[src/rtl/game_pkg.sv]
// Shared constants and state encoding for the guessing-game sequencer.
package game_pkg;

  localparam int unsigned STATE_W = 3;
  localparam int unsigned LIVES_W = 3;

  typedef enum logic [STATE_W-1:0] {
    S_WELCOME = 3'd0,
    S_READY   = 3'd1,
    S_PLAY    = 3'd2,
    S_LOSE    = 3'd3,
    S_WIN     = 3'd4
  } state_t;

endpackage

[src/rtl/game_timer.sv]
// Per-round countdown: loadable, decrements on tick while running, saturates at 0.
module game_timer #(
  parameter int unsigned TIME_W  = 5,
  parameter int unsigned RST_VAL = 30
) (
  input  logic              clk,
  input  logic              rst,
  input  logic              load,
  input  logic [TIME_W-1:0] load_val,
  input  logic              run,
  input  logic              tick,
  output logic [TIME_W-1:0] value,
  output logic              zero_evt
);

  // Flags the edge on which the count goes 1 -> 0 so the controller can act on it at once.
  assign zero_evt = run && tick && (value == TIME_W'(1));

  always_ff @(posedge clk) begin
    if (rst) begin
      value <= TIME_W'(RST_VAL);
    end else if (load) begin
      value <= load_val;
    end else if (run && tick && (value != '0)) begin
      value <= value - TIME_W'(1);
    end
  end

endmodule

[src/rtl/game_control.sv]
// Game sequencer: welcome/ready/play/lose/win flow, level and lives tracking, round-time loading.
module game_control
  import game_pkg::*;
#(
  parameter int unsigned LEVEL_W    = 8,
  parameter int unsigned TIME_W     = 5,
  parameter int unsigned START_TIME = 30,
  parameter int unsigned TIME_STEP  = 2,
  parameter int unsigned MIN_TIME   = 3,
  parameter int unsigned LIVES      = 3,
  parameter int unsigned MAX_LEVEL  = 15
) (
  input  logic               clk,
  input  logic               rst,
  input  logic               guess_b,
  input  logic               cmp_r,
  input  logic               tick,
  output logic [STATE_W-1:0] state,
  output logic [LEVEL_W-1:0] level,
  output logic [TIME_W-1:0]  time_v,
  output logic               time_f,
  output logic               g_enable,
  output logic               g_load,
  output logic [LIVES_W-1:0] lives
);

  localparam int unsigned CALC_W = LEVEL_W + TIME_W + 2;

  state_t              state_q;
  logic                timer_load;
  logic                timer_run;
  logic                zero_evt;
  logic [TIME_W-1:0]   load_val;
  logic signed [CALC_W-1:0] start_s, step_s, min_s, lvl_s, diff_s;

  // Round time shrinks with level; signed math lets a negative result clamp to the floor.
  assign start_s  = $signed(CALC_W'(START_TIME));
  assign step_s   = $signed(CALC_W'(TIME_STEP));
  assign min_s    = $signed(CALC_W'(MIN_TIME));
  assign lvl_s    = $signed(CALC_W'(level));
  assign diff_s   = start_s - step_s * lvl_s;
  assign load_val = (diff_s < min_s) ? TIME_W'(MIN_TIME) : TIME_W'(diff_s);

  assign timer_load = (state_q == S_READY) && guess_b;
  assign timer_run  = (state_q == S_PLAY);
  assign state      = state_q;

  game_timer #(
    .TIME_W  (TIME_W),
    .RST_VAL (START_TIME)
  ) u_timer (
    .clk      (clk),
    .rst      (rst),
    .load     (timer_load),
    .load_val (load_val),
    .run      (timer_run),
    .tick     (tick),
    .value    (time_v),
    .zero_evt (zero_evt)
  );

  always_ff @(posedge clk) begin
    if (rst) begin
      state_q  <= S_WELCOME;
      level    <= '0;
      time_f   <= 1'b0;
      g_enable <= 1'b0;
      g_load   <= 1'b0;
      lives    <= LIVES_W'(LIVES);
    end else begin
      g_load <= 1'b0;
      case (state_q)
        S_WELCOME: begin
          if (guess_b) state_q <= S_READY;
        end
        S_READY: begin
          if (guess_b) begin
            state_q  <= S_PLAY;
            time_f   <= 1'b1;
            g_enable <= 1'b1;
            g_load   <= 1'b1;
          end
        end
        S_PLAY: begin
          // A guess landing on the final tick takes priority over the timeout.
          if (guess_b && cmp_r) begin
            level   <= level + LEVEL_W'(1);
            time_f  <= 1'b0;
            state_q <= (level == LEVEL_W'(MAX_LEVEL - 1)) ? S_WIN : S_READY;
          end else if (guess_b || zero_evt) begin
            time_f <= 1'b0;
            if (lives == LIVES_W'(1)) begin
              lives   <= '0;
              state_q <= S_LOSE;
            end else begin
              lives   <= lives - LIVES_W'(1);
              state_q <= S_READY;
            end
          end
        end
        S_LOSE: begin
          if (guess_b) begin
            state_q  <= S_READY;
            level    <= '0;
            lives    <= LIVES_W'(LIVES);
            g_enable <= 1'b0;
          end
        end
        S_WIN: begin
          if (guess_b) begin
            state_q  <= S_WELCOME;
            level    <= '0;
            lives    <= LIVES_W'(LIVES);
            g_enable <= 1'b0;
          end
        end
        default: state_q <= S_WELCOME;
      endcase
    end
  end

endmodule

[config.mk]
export PLATFORM = sky130hd
export DESIGN_NAME = game_control
export DESIGN_NICKNAME = d
export VERILOG_FILES = /design/src/rtl/game_pkg.sv /design/src/rtl/game_timer.sv /design/src/rtl/game_control.sv
export SDC_FILE = /design/constraint.sdc
export NUM_CORES = 1
export LEC_CHECK = 0
export ABC_AREA = 1
export ABC_CLOCK_PERIOD_IN_PS = 3940
export CAP_MARGIN = 20
export CORE_MARGIN = 10
export CORE_UTILIZATION = 40
export DETAILED_ROUTE_END_ITERATION = 8
export GPL_ROUTABILITY_DRIVEN = 0
export PLACE_DENSITY = 0.69
export REMOVE_ABC_BUFFERS = 1
export SYNTH_ARGS = -nofsm -noshare
export SYNTH_HDL_FRONTEND = slang
export SYNTH_SLANG_ARGS = --single-unit
[constraint.sdc]
create_clock -name clk -period 3.94 [get_ports clk]
set_input_delay 0.591 -clock clk [delete_from_list [all_inputs] [get_ports clk]]
set_output_delay 0.591 -clock clk [all_outputs]
set_load 0.1 [all_outputs]
==> results of run 1 <==
flip-flops by register name, summed over array words and instances (netlist names):
name / cells
u_timer.value: 5
level: 8
time_f: 1
lives: 3
g_enable: 1
state: 3
g_load: 1
cell type report:
class | count | area share
multi-input combinational | 153 | 0.471
timing repair buffer | 26 | 0.147
tap | 46 | 0.0326
clock buffer | 3 | 0.0127
sequential | 22 | 0.249
inverter | 33 | 0.0701
clock inverter | 1 | 0.0170
placed cells by master (no fill, tap or decap):
master / Yosys / routed
a211oi_1: 1 / 1
a21oi_1: 8 / 8
a21oi_2: 1 / 1
a31o_2: 1 / 1
and2_2: 1 / 1
bufinv_16: 0 / 1
clkbuf_4: 0 / 3
clkdlybuf4s50_1: 0 / 26
dfxtp_1: 22 / 22
ha_1: 9 / 9
inv_1: 29 / 29
inv_2: 4 / 4
nand2_1: 48 / 48
nand2_2: 2 / 2
nand2_4: 2 / 2
nand3_1: 29 / 29
nand3_2: 2 / 2
nand3b_1: 2 / 2
nand3b_2: 1 / 1
nand4_1: 3 / 3
nor2_1: 19 / 19
nor2_4: 1 / 1
nor3_1: 5 / 5
o211ai_1: 2 / 2
o21a_1: 1 / 1
o21ai_0: 9 / 9
o21ai_1: 1 / 1
o21ai_2: 1 / 1
o21bai_1: 1 / 1
xor2_1: 3 / 3
cells by family (layout without fill, tap and decap cells):
group           after synthesis  in the layout
flops                        22             22
simple gates                115            115
xor+xnor                      3              3
compound gates               26             26
buf+inv                      35             63
fa+ha+maj                     9              9
per-layer routing:
layer	vias up	wire (um)
met5	-	0
met4	0	47
met3	5	239
met2	36	1600
met1	608	1580
li1	732	-
worst min-delay path by stage:
| stage | cells after the start | slack [ns] | endpoint |
|---|---|---|---|
| detailed placement | 1 | 0.48 | g_enable |
| global route | 1 | 0.54 | g_enable |
| floorplan | 1 | 0.66 | level[4] |
| finish | 2 | 0.51 | level[7] |
| CTS | 2 | 0.51 | level[7] |
| global placement | 1 | 0.48 | g_enable |
power breakdown:
part / switching (uW) / total, uW / internal (uW)
Combinational: 250 / 342 / 91.2
Clock: 75.8 / 179 / 103
Sequential: 25.4 / 269 / 243
per-stage QoR:
step	hold slack, ns	cells
6_report	0.510	284
3_3_place_gp	0.479	280
2_1_floorplan	0.660	208
4_1_cts	0.514	284
3_5_place_dp	0.484	280
5_1_grt	0.542	284
==> metrics.txt, run 1 <==
met2 usage 0.187; Antenna Cells 0; Reg area 440 sq um; GRT Residual Overflow 0; H-tree depth 1; CTS buffer count 3; fin crit share 0.658; Rows 21; Nets 253; global-route wire length before repair 6.04 mm; Max Cap Viol 0; # IOs 27; CTS tree yes; Hold Fails Final Rpt 0; ranking of synthesized cells by area dfxtp_1 (31%), nand2_1 (13%), nand3_1 (10%); Root Buffer clkbuf_4; Seq cells post-synth 22; setup TNS 0 ns; Max FO, Critical Path 7; Synth Area in XOR/XNOR 0.0186; max-slew violations 0; Gate Count Post-Synth 210; HP Start level[7]; PwrDens 446 nW/um^2; RSZ-0062 raised after global routing false; multi-input logic area 833 sq um; Synth top cells by count nand2_1 (48), inv_1 (29), nand3_1 (29); vias in the first global route 1334; setup slack at placement 1.72 ns; fin util 0.526; most numerous cell in the Yosys netlist nand2_1; antenna violations before repair 0; CP endpoint kind output pin; Hold/Removal Path Class register to register; die area roughly 6300 sq um; cell area after layout 1770 sq um; met1 Usage GRT 0.142; met3 usage 0.0338; Detail Route Antenna Nets 0; layout cell share with drive strength beyond 1 0.0840; Die H 79.4 um; GRT Util Overall 0.115; Cell Area, Synth 1410 sq um; Initial Util 0.420; worst clock skew 0.00293 ns; Core ar. 3360 sq um; final worst slack 1.35 ns; share of the yosys chip area belonging to registers 0.312; DR iter-0 viols 96; P_leak 0.000806 uW; Top FF cell, synth dfxtp_1; CP Data Required Time 3.35 ns; FF-to-FF path depth 9; slowest CP cell clkdlybuf4s50_1; CP Buf/Inv Count 1; Slew @ Worst Pin 0.987 ns; worst skew pair latency 0.32 ns; cell depth of the worst setup path 1; R2R Setup Slk between 2 and 2.5 ns; Reg clk slew, reported paths ~0.13 ns; DP Area roughly 1700 sq um; largest family of logic cells by synthesized area simple AND/OR/NAND/NOR gates; area grow syn2layout 25.2%; CP startpoint kind register; drt first pass iters 5; final setup vio count 0; proportion of synthesized area in mux cells 0; family with the most delay on the worst path buffers and inverters; crit path DAT 2.00 ns; Synth Area in Compound Gates 0.109; WL final 3.47 mm; post-synthesis cell type count 29; drt drc 0; gr busiest metal met2; Clock Sinks 22; VDD IR max around 0.00012 V; PortBufs 26; yosys warns 0; postcts setup bufs 0; Adder-Cell Fraction of Synth Area 0.0797; fin crit period approximately 2.6 ns; hpwl dp 2.70 mm; top cell type by total area after synthesis dfxtp_1; Tot Pwr 789 uW; Slew Limit Headroom 0.340; critical path launch point state[0]; Clock Tree Buf Depth 2; Simple-Gate Fraction of Synth Area 0.383; Crit Reg-Reg Endpoint state[0]; drt wl/cell ~12 um; Vias/cell 4.86; top cell type's share of synthesized area 0.312; post_cts resized 0; Post-synth EDFFs 0; pin count of the biggest net entering global routing 15; Post-synth ARST share 0; worst r2r src level[5]; status completed; crit path cell chain clkdlybuf4s50_1; CTS Hold Bufs 0; Peak Freq between 300 and 400 MHz; Worst Setup EP state[0]; # fillers between 300 and 400; mean cell area of the mapped netlist 6.73 sq um; via count 1381; die width 79.4 um; Setup Crit Path Kind register to output pin; crit-path max cell delay 1.19 ns
No activity file was read; power rests on OpenSTA's default activity.
==> run 2, diff against run 1 <==
--- a/config.mk
+++ b/config.mk
@@ -6,13 +6,13 @@
 export NUM_CORES = 1
 export LEC_CHECK = 0
 export ABC_AREA = 1
-export ABC_CLOCK_PERIOD_IN_PS = 3940
+export ABC_CLOCK_PERIOD_IN_PS = 2100
 export CAP_MARGIN = 20
 export CORE_MARGIN = 10
 export CORE_UTILIZATION = 40
 export DETAILED_ROUTE_END_ITERATION = 8
 export GPL_ROUTABILITY_DRIVEN = 0
-export PLACE_DENSITY = 0.69
+export PLACE_DENSITY = 0.72
 export REMOVE_ABC_BUFFERS = 1
 export SYNTH_ARGS = -nofsm -noshare
 export SYNTH_HDL_FRONTEND = slang
==> constraint.sdc (replaced) <==
create_clock -name clk -period 2.1 [get_ports clk]
set_input_delay 0.315 -clock clk [delete_from_list [all_inputs] [get_ports clk]]
set_output_delay 0.315 -clock clk [all_outputs]
set_load 0.1 [all_outputs]
==> run 2 against run 1 <==
  * Clock-buffer cell count stayed put
  * First-iteration DRC count is 15% lower
  * Routed wire length is 4.1% lower
  * Clock skew is 0.0021 ns higher
  * Flip-flop and latch count stayed put
  * Non-clock buffer count is 3 higher
  * Via count is 2.6% higher
  * Hold slack worse by 0.0012 ns
  * Sequential power is 88% higher
  * Sequential share of layout area is 0.91 points higher
  * Critical path depth is 8 higher
  * Largest cell class unchanged
==> metrics.txt, run 2 (synthesis gave the netlist of run 1 again) <==
status completed (unchanged); GRT Util Overall 0.111 (was 0.115); CP Data Required Time 2.31 ns (was 3.35 ns); flip-flop count of the largest register after layout 8 (unchanged); commonest non-fill, non-tap cell in the layout nand2_1 (unchanged); Comb pwr share 0.475 (was 0.433); Hold WS 0.509 ns (was 0.510 ns); Setup Crit Path Kind register to register (was register to output pin); most frequent cells in the layout nand2_1 (48), inv_1 (29), nand3_1 (29) (unchanged); GRT Residual Overflow 0 (unchanged); drt wl/cell 11.7 um (was 12.2 um); post_cts resized 0 (unchanged); Non-Filler Instances 286 (was 284); worst clock skew 0.00502 ns (was 0.00293 ns); slowest CP cell nor3_1 (was clkdlybuf4s50_1); Flop pwr share 0.381 (was 0.340); postcts setup bufs 0 (unchanged); DR iter-0 viols 82 (was 96); Peak Freq roughly 600 MHz; CTS Hold Bufs 0 (unchanged); Slew @ Worst Pin 0.486 ns (was 0.987 ns); Sw Ratio 0.484 (was 0.446); Vias/cell 4.95 (was 4.86); WL final 3.33 mm (was 3.47 mm); Regs by FF count level x8, u_timer.value x5 (unchanged); Pint 685 uW (was 437 uW); Max Cap Viol 0 (unchanged); Hold/Removal Path Class register to register (unchanged); family with the most delay on the worst path simple AND/OR/NAND/NOR gates (was buffers and inverters); area grow syn2layout 20.7% (was 25.2%); CP startpoint kind register (unchanged); Clock Sinks 22 (unchanged); via count 1417 (was 1381); Placed Instances 283 (was 280); CTS tree yes (unchanged); CTS buffer count 3 (unchanged); # fillers 375 (was 360); Max FO, Critical Path 5 (was 7); Root Buffer clkbuf_4 (unchanged); Reg clk slew, reported paths 0.11 ns (was 0.13 ns); crit-path max cell delay 0.38 ns (was 1.19 ns); worst skew pair latency 0.31 ns (was 0.32 ns); global-route wire length before repair 5.87 mm (was 6.04 mm); PortBufs 26 (unchanged); Antenna Cells 0 (unchanged); Tot Pwr 1330 uW (was 789 uW); fin crit period roughly 1.7 ns; RSZ-0062 raised after global routing false (unchanged); Clock Tree Buf Depth 2 (unchanged); CP endpoint kind register (was output pin); pin count of the biggest net entering global routing 15 (unchanged); Nets 256 (was 253); Rows 21 (unchanged); drt first pass iters 4 (was 5); die area 6310 sq um (unchanged); hpwl dp 2.68 mm (was 2.70 mm); Hold Fails Final Rpt 0 (unchanged); Initial Util 0.420 (unchanged); part of the power in the clock network 0.145 (was 0.227); PwrDens 778 nW/um^2 (was 446 nW/um^2); fin crit share 0.794; # IOs 27 (unchanged); crit path cell chain inv_1 -> ha_1 -> inv_1 -> nor3_1 -> nand4_1 -> nand2_1 -> nand2_1 -> nor2_1 -> nor2_1 (was clkdlybuf4s50_1); Die H 79.4 um (unchanged); Core ar. 3360 sq um (unchanged); P_leak 0.000837 uW (was 0.000806 uW); Most flops, register level (unchanged); final setup vio count 0 (unchanged); layout cell share with drive strength beyond 1 0.183 (was 0.0840); H-tree depth 1 (unchanged); net switching power 642 uW (was 352 uW); crit path DAT 1.88 ns (was 2.00 ns); antenna violations before repair 0 (unchanged); Slew Limit Headroom 0.674 (was 0.340); CP Buf/Inv Count 2 (was 1); VDD IR max 0.000371 V (was 0.000116 V); die width 79.4 um (unchanged); Detail Route Antenna Nets 0 (unchanged); drt drc 0 (unchanged); max-slew violations 0 (unchanged); vias in the first global route 1360 (was 1334)
run 2: changes by cell type in the layout (fill, tap and decap cells not counted):
cell / previous run / this run
buf_4: 0 / 25
bufinv_16: 1 / 0
clkdlybuf4s50_1: 26 / 4
run 2: final cells by class:
cell class / count / area, sq um / share of cell area
multi-input combinational: 153 / 833 / 0.489
sequential: 22 / 440 / 0.258
timing repair buffer: 29 / 228 / 0.134
inverter: 33 / 124 / 0.0726
tap: 46 / 57.6 / 0.0337
clock buffer: 3 / 22.5 / 0.0132
run 2: worst reg2reg max path, stage by stage, from the launching register on:
cell,delay (ns)
dfxtp_1,0.37
inv_1,0.12
ha_1,0.16
inv_1,0.05
nor3_1,0.38
nand4_1,0.19
nand2_1,0.10
nand2_1,0.05
nor2_1,0.11
nor2_1,0.06
run 2: path summary, 6_finish.rpt:
check            from  depth (start not counted)  slack, ns        to
max          level[5]                          9       0.43  state[0]
max reg2reg  level[5]                          9       0.43  state[0]
min          level[7]                          2       0.51  level[7]
min reg2reg  level[7]                          2       0.51  level[7]
run 2: stage by stage:
step	setup TNS, ns	setup slack [ns]	cell area, sq um	util
after global placement	0	0.303	1680	0.500
after detailed placement	0	0.283	1680	0.500
after CTS	0	0.441	1710	0.507
final	0	0.432	1710	0.507
after floorplan	-0.00683	-0.00683	1400	-
after global routing	0	0.306	1710	0.507
run 2: power by group through the flow:
stage | clock (uW) | sequential [uW] | combinational (uW)
detailed placement | 0 | 514 | 631
CTS | 200 | 504 | 633
floorplan | 0 | 781 | 228
finish | 192 | 505 | 630
global route | 216 | 512 | 686
global placement | 0 | 514 | 627
run 2: per-layer routing:
layer / GRT usage / wire length (um)
met1: 0.122 / 1530
met2: 0.200 / 1600
met3: 0.0383 / 180
met4: 0.0269 / 23
met5: 0 / 0
